<file path="src/rtl/fifo_readout_arb_pkg.sv">
// Shared definitions for the FIFO readout sequencer: state encoding, frame
// markers and the channel index width.
package fifo_readout_arb_pkg;

  localparam int          CH_W       = 2;
  localparam logic [7:0]  HDR_MARK   = 8'hA5;
  localparam logic [31:0] ABORT_WORD = 32'hDEADDEAD;

  typedef enum logic [2:0] {
    ST_IDLE,
    ST_ARB,
    ST_HDR,
    ST_REQ,
    ST_PUSH,
    ST_ABORT
  } state_t;

  function automatic logic [31:0] hdr_word(input logic [CH_W-1:0] ch,
                                           input logic [15:0]     len);
    return {HDR_MARK, 6'b0, ch, len};
  endfunction

endpackage

</file>
<file path="src/rtl/fifo_readout_arb_rr_arbiter4.sv">
// Combinational round-robin pick over four requests, searching upward from
// the slot after ptr and wrapping back to ptr itself last.
module rr_arbiter4
  import fifo_readout_arb_pkg::*;
(
  input  logic [3:0]      req,
  input  logic [CH_W-1:0] ptr,
  output logic [CH_W-1:0] gnt,
  output logic            any_vld
);

  // Walk from lowest to highest priority so the nearest requester wins.
  always_comb begin
    gnt     = ptr;
    any_vld = 1'b0;
    for (int i = 4; i >= 1; i--) begin
      if (req[ptr + CH_W'(i)]) begin
        gnt     = ptr + CH_W'(i);
        any_vld = 1'b1;
      end
    end
  end

endmodule

</file>
<file path="src/rtl/fifo_readout_arb.sv">
// Round-robin readout sequencer: pulls bursts from four Wishbone FIFO read
// ports and emits them as header-framed words on a 32-bit valid/ready stream.
//
//   state    | meaning
//   ---------+-----------------------------------------------------------
//   IDLE     | waiting for enable and a nonzero FIFO count
//   ARB      | pick next channel, latch burst length, build header
//   HDR      | presenting header word on the stream
//   REQ      | Wishbone read on the granted channel, ack timer running
//   PUSH     | presenting one data word on the stream
//   ABORT    | presenting the abort word that closes a truncated frame
module fifo_readout_arb
  import fifo_readout_arb_pkg::*;
#(
  parameter int NCH       = 4,
  parameter int CNT_W     = 16,
  parameter int MAX_BURST = 16,
  parameter int TIMEOUT   = 255
) (
  input  logic                 wb_clk,
  input  logic                 wb_rst,
  input  logic                 enable,
  input  logic [NCH*CNT_W-1:0] fifo_cnt,
  output logic [NCH-1:0]       fifo_cyc,
  output logic [NCH-1:0]       fifo_stb,
  input  logic [NCH-1:0]       fifo_ack,
  input  logic [NCH*32-1:0]    fifo_dat,
  output logic [31:0]          out_dat,
  output logic                 out_vld,
  input  logic                 out_rdy,
  output logic                 out_last,
  output logic                 busy,
  output logic [CH_W-1:0]      cur_ch,
  output logic                 err_timeout,
  input  logic                 clr_err
);

  localparam int TMO_W = (TIMEOUT > 1) ? $clog2(TIMEOUT) : 1;

  state_t            state, state_nxt;
  logic [CH_W-1:0]   rr_ptr;
  logic [CH_W-1:0]   gnt_ch;
  logic              any_req;
  logic [15:0]       len;
  logic [15:0]       word_cnt;
  logic [TMO_W-1:0]  tmo_cnt;
  logic [NCH-1:0]    elig;
  logic [CNT_W-1:0]  cnt_arr [NCH];
  logic [31:0]       dat_arr [NCH];
  logic [15:0]       len_sel;
  logic              ack_sel;
  logic              last_word;
  logic              tmo_done;

  for (genvar k = 0; k < NCH; k++) begin : g_unpack
    assign cnt_arr[k] = fifo_cnt[k*CNT_W +: CNT_W];
    assign dat_arr[k] = fifo_dat[k*32 +: 32];
    assign elig[k]    = |cnt_arr[k];
  end

  rr_arbiter4 u_rr (
    .req     (elig),
    .ptr     (rr_ptr),
    .gnt     (gnt_ch),
    .any_vld (any_req)
  );

  always_comb begin
    if (32'(cnt_arr[gnt_ch]) > 32'(MAX_BURST)) len_sel = 16'(MAX_BURST);
    else                                       len_sel = 16'(cnt_arr[gnt_ch]);
  end

  assign ack_sel   = fifo_ack[cur_ch];
  assign last_word = (word_cnt == len - 16'd1);
  assign tmo_done  = (tmo_cnt == '0);

  always_ff @(posedge wb_clk) begin
    if (wb_rst) state <= ST_IDLE;
    else        state <= state_nxt;
  end

  always_comb begin
    state_nxt = state;
    busy      = (state != ST_IDLE);
    out_vld   = 1'b0;
    out_last  = 1'b0;
    fifo_cyc  = '0;
    case (state)
      ST_IDLE:  if (enable && (|elig)) state_nxt = ST_ARB;
      ST_ARB:   state_nxt = any_req ? ST_HDR : ST_IDLE;
      ST_HDR: begin
        out_vld = 1'b1;
        if (out_rdy) state_nxt = ST_REQ;
      end
      ST_REQ: begin
        fifo_cyc[cur_ch] = 1'b1;
        if (ack_sel)       state_nxt = ST_PUSH;
        else if (tmo_done) state_nxt = ST_ABORT;
      end
      ST_PUSH: begin
        out_vld  = 1'b1;
        out_last = last_word;
        if (out_rdy) state_nxt = last_word ? ST_IDLE : ST_REQ;
      end
      ST_ABORT: begin
        out_vld  = 1'b1;
        out_last = 1'b1;
        if (out_rdy) state_nxt = ST_IDLE;
      end
      default: state_nxt = ST_IDLE;
    endcase
  end

  assign fifo_stb = fifo_cyc;

  // Ack timer is a down-counter reloaded each time a read is about to start.
  always_ff @(posedge wb_clk) begin
    if (wb_rst) begin
      rr_ptr   <= CH_W'(3);
      cur_ch   <= '0;
      len      <= '0;
      word_cnt <= '0;
      tmo_cnt  <= '0;
      out_dat  <= '0;
    end else begin
      case (state)
        ST_ARB: begin
          if (any_req) begin
            rr_ptr   <= gnt_ch;
            cur_ch   <= gnt_ch;
            len      <= len_sel;
            word_cnt <= '0;
            out_dat  <= hdr_word(gnt_ch, len_sel);
          end
        end
        ST_HDR: begin
          if (out_rdy) tmo_cnt <= TMO_W'(TIMEOUT - 1);
        end
        ST_REQ: begin
          if (ack_sel)        out_dat <= dat_arr[cur_ch];
          else if (tmo_done)  out_dat <= ABORT_WORD;
          else                tmo_cnt <= tmo_cnt - TMO_W'(1);
        end
        ST_PUSH: begin
          if (out_rdy) begin
            word_cnt <= word_cnt + 16'd1;
            tmo_cnt  <= TMO_W'(TIMEOUT - 1);
          end
        end
        default: ;
      endcase
    end
  end

  // A clear in the same cycle as a timeout leaves the flag low.
  always_ff @(posedge wb_clk) begin
    if (wb_rst)
      err_timeout <= 1'b0;
    else if (clr_err)
      err_timeout <= 1'b0;
    else if (state == ST_REQ && !ack_sel && tmo_done)
      err_timeout <= 1'b1;
  end

endmodule

</file>
<file path="config.mk">
export PLATFORM = sky130hd
export DESIGN_NAME = fifo_readout_arb
export DESIGN_NICKNAME = d
export VERILOG_FILES = /design/src/rtl/fifo_readout_arb_pkg.sv /design/src/rtl/fifo_readout_arb_rr_arbiter4.sv /design/src/rtl/fifo_readout_arb.sv
export SDC_FILE = /design/constraint.sdc
export NUM_CORES = 1
export LEC_CHECK = 0
export ABC_CLOCK_PERIOD_IN_PS = 2710
export CORE_ASPECT_RATIO = 0.7
export CORE_MARGIN = 1.5
export CORE_UTILIZATION = 35
export CTS_CLUSTER_DIAMETER = 200
export CTS_CLUSTER_SIZE = 30
export DETAILED_ROUTE_END_ITERATION = 8
export GPL_ROUTABILITY_DRIVEN = 1
export PLACE_DENSITY_LB_ADDON = 0.2
export SKIP_LAST_GASP = 1
export SYNTH_ARGS = -nofsm -noshare
export SYNTH_HDL_FRONTEND = slang
export SYNTH_SLANG_ARGS = --single-unit
export TNS_END_PERCENT = 1
</file>
<file path="constraint.sdc">
create_clock -name wb_clk -period 2.71 [get_ports wb_clk]
set_clock_uncertainty 0.15 [all_clocks]
set_input_delay 0.542 -clock wb_clk [delete_from_list [all_inputs] [get_ports wb_clk]]
set_output_delay 0.542 -clock wb_clk [all_outputs]
set_load 0.005 [all_outputs]
</file>
==> impl_metrics.py <==
metrics = {
    "clocking": {
        "htreeDepth": 3,
        "cts-root-buf": "clkbuf_16",
        "clock-sinks": 80,
        "clk_latency_ps": 340,
        "hold_buffers": 0,
        "numCtsBuffers": 9,
        "clk_pin_slew_ps": 60,
        "clockBufferDepth": 2,
        "cts_tree": "done",
    },
    "outcome": {
        "violations": "setup timing",
        "status": "finished with violations",
    },
    "setup_path": {
        "r2r_setup_slack_ps": 110,
        "worstPathRequired_ps": 2020,
        "cp-end-kind": "output port",
        "cp.arrival_ps": 2620,
        "regToRegStartpoint": "rr_ptr[1]",
        "worst_r2r_path_depth": 10,
        "path_class": "register to output port",
        "r2r-end": "len[0]",
        "crit_fanout": 5,
        "crit_path_start_kind": "register",
    },
    "cells_and_area": {
        "layout.nets": 1093,
        "drive_gt1_frac": 0.2094,
        "fin_cells": 1083,
        "final_util": 0.6215,
        "final_design_area_no_fill_um2": 8818,
        "syn_to_final_growth_pct": 70.08,
        "diodes": 0,
    },
    "grt": {
        "grt_pass1_wl_um": 30360,
        "grt_usage": 0.2460,
        "grt_max_degree": 35,
        "overflow": 0,
        "grt_pass1_vias": 6047,
        "grt_antenna_before_repair": 0,
    },
    "synth": {
        "synth_compound_area_frac": 0.1663,
        "synth_flop_cell": "dfxtp_1",
        "synthArstFlopShare": 0,
        "synth_cells": 568,
        "synthesis.nets": 772,
        "synth_area_um2": 5185,
        "synthSimpleGateAreaFrac": 0.2319,
        "ys.warnings.count": 0,
        "synth_mux_area_frac": 0.1696,
        "synth_top_family_by_area": "simple AND/OR/NAND/NOR gates",
        "synthAdderAreaFrac": 0.007239,
        "synth-edff-count": 0,
        "synth-seq-cells": 80,
        "synth_area_per_cell_um2": 9.128,
        "yosysSeqAreaShare": 0.3089,
        "yosysUniqueCellTypes": 69,
        "synthXorXnorAreaFrac": 0.07264,
    },
    "sta": {
        "rsz0062_at_grt": "yes",
        "post-route-min-period_ps": 3309,
        "fin_ws_ps": -599.3,
        "max-slew-margin-rel": 0.6514,
        "setup-tns-final_ps": -7737,
        "hold_viol": 0,
        "max_clock_freq_mhz": 302.2,
        "final_max_slew_viol_count": 0,
        "worst_slew_pin_slew_ps": 519.7,
        "setup_viol": 66,
        "whs_ps": 302.5,
        "fin_crit_sh": 1.221,
    },
    "route": {
        "vias": 5796,
        "drt_iter0_markers": 315,
        "ant_nets": 0,
        "dr.pass1.iters": 5,
        "drc": 0,
        "wl_um": 18900,
        "vias_per_cell": 5.352,
        "post_drt_wl_per_cell_um": 17.45,
    },
    "floorplan": {
        "coreArea_um2": 14190,
        "row_count": 36,
        "fp.dieH_um": 104.8,
        "chipWidth_um": 148.5,
        "start_util": 0.3654,
        "fp.dieArea_um2": 15570,
        "io_pins": 247,
    },
    "placement": {
        "port-buffer-count": 246,
        "place_congestion": 0.8830,
        "dp.cells": 1063,
        "dpl-instance-area_um2": 8463,
        "pre_cts_ws_ps": -739.8,
        "dp_hpwl_um": 15110,
    },
    "pwr": {
        "power_mw": 5.591,
        "p_per_area_nw_per_um2": 634.0,
        "p_leak_nw": 3.345,
        "peakVddDrop_v": 0.0003951,
    },
    "worst_hold_path": {
        "holdPathEnd": "out_dat[25]",
        "hold_depth": 2,
        "hp-start": "out_dat[25]",
        "hp-class": "register to register",
    },
    "flow_run": {
        "cap_violations": 0,
    },
}
## layout by cell type (no fill, tap or decap), types with 4 or more instances in the layout
cell               n
clkdlybuf4s50_1  244
buf_4            104
dfxtp_1           76
nor2_1            59
a21oi_1           45
nand2_1           41
mux4_2            33
xor2_1            22
xnor2_1           21
o21ai_0           20
nor4_1            17
o211ai_1          16
nand3_1           15
nor3_1            15
and3_1            14
and2_1            12
mux2i_1           11
clkbuf_16          9
nand4_1            7
nand3b_1           6
inv_1              6
a22oi_1            5
a211oi_1           5
nor2b_1            5
o21a_1             4
o221a_2            4
and4_1             4
## flip-flops by register name (all words and copies together) (netlist names)
register and cells:
word_cnt 16, err_timeout 1, cur_ch 2, tmo_cnt 8, rr_ptr 2, len 16
state 3, out_dat 32
## cells in the mapped netlist (4+ instances only)
master     n  area (um^2)
xor2_1    22        192.7
mux4_2    32        720.7
nor3_1    15        75.07
nand2_1   41        153.9
o211ai_1  16        120.1
nand3b_1   6        45.04
and3_1    14        87.58
nor2_1    59        221.5
and2_1    12        75.07
buf_2      9        45.04
a211oi_1   6        45.04
dfxtp_1   80         1602
o21ai_0   20        100.1
clkbuf_1  24        90.09
nand3_1   15        75.07
nor2b_1    5        31.28
a21oi_1   46        230.2
and4_1     4        35.03
buf_4      5        37.54
o221a_2    4        45.04
mux2i_1   11        110.1
nor4_1    17        106.4
xnor2_1   21        183.9
nand4_1    7        43.79
o21a_1     4        30.03
inv_1      8        30.03
a22oi_1    5        37.54
## critical path, cell delays in order, from the launching register on
cell and delay [ps]:
dfxtp_4 370, inv_4 60, ha_4 140, nor3b_4 300, nor2_1 90, mux4_2 480, a21oi_2 140, o22a_1 200
nor4_1 70, buf_4 150, o21a_1 160, buf_2 130
## per-layer routing
layer,vias to the layer above,share of wire,track usage
met1,2793,0.41,0.2969
met2,213,0.49,0.4282
met4,0,0.021,0.07143
met5,-,0,0
li1,2755,-,-
met3,35,0.077,0.06463
## timing repair
action | 4_1_cts | 5_1_grt
buffers inserted | 3 | 1
setup endpoints to repair | 65 | 78
pin swaps | 7 | 6
resized for setup | 13 | 6
cloned | 1 | 0
## report_power, final
| group | internal [mW] | switching (mW) | total [mW] |
|---|---|---|---|
| clock | 0.710 | 0.485 | 1.19 |
| combinational | 1.59 | 1.32 | 2.91 |
| sequential | 1.33 | 0.158 | 1.49 |
## worst max path at each step
| stage | start | end | slack (ps) | depth (start not counted) |
|---|---|---|---|---|
| 3_5_place_dp | len[0] | out_last | -740 | 11 |
| 4_1_cts | len[0] | out_last | -590 | 11 |
| 3_3_place_gp | len[0] | out_last | -730 | 11 |
| 6_report | len[1] | out_last | -600 | 11 |
| 2_1_floorplan | len[2] | out_last | 8 | 8 |
| 5_1_grt | len[1] | out_last | -700 | 11 |
## cells by family (layout without fill, tap and decap cells)
| family | Yosys count | count (layout) |
|---|---|---|
| buffers and inverters | 50 | 374 |
| XOR/XNOR | 43 | 43 |
| AND/OR/NAND/NOR | 218 | 219 |
| multiplexers | 46 | 46 |
| AO/OA/AOI/OAI | 128 | 128 |
| adder cells (fa/ha/maj) | 3 | 3 |
| flip-flops | 80 | 80 |
## cell type report
class,count,area (um^2)
clock buffer,10,229.0
clock inverter,5,57.56
fill,1206,5370
inverter,8,35.03
multi-input combinational,439,3395
sequential,80,1612
tap,190,237.7
timing repair buffer,351,3253
No activity file was read; power rests on OpenSTA's default activity.
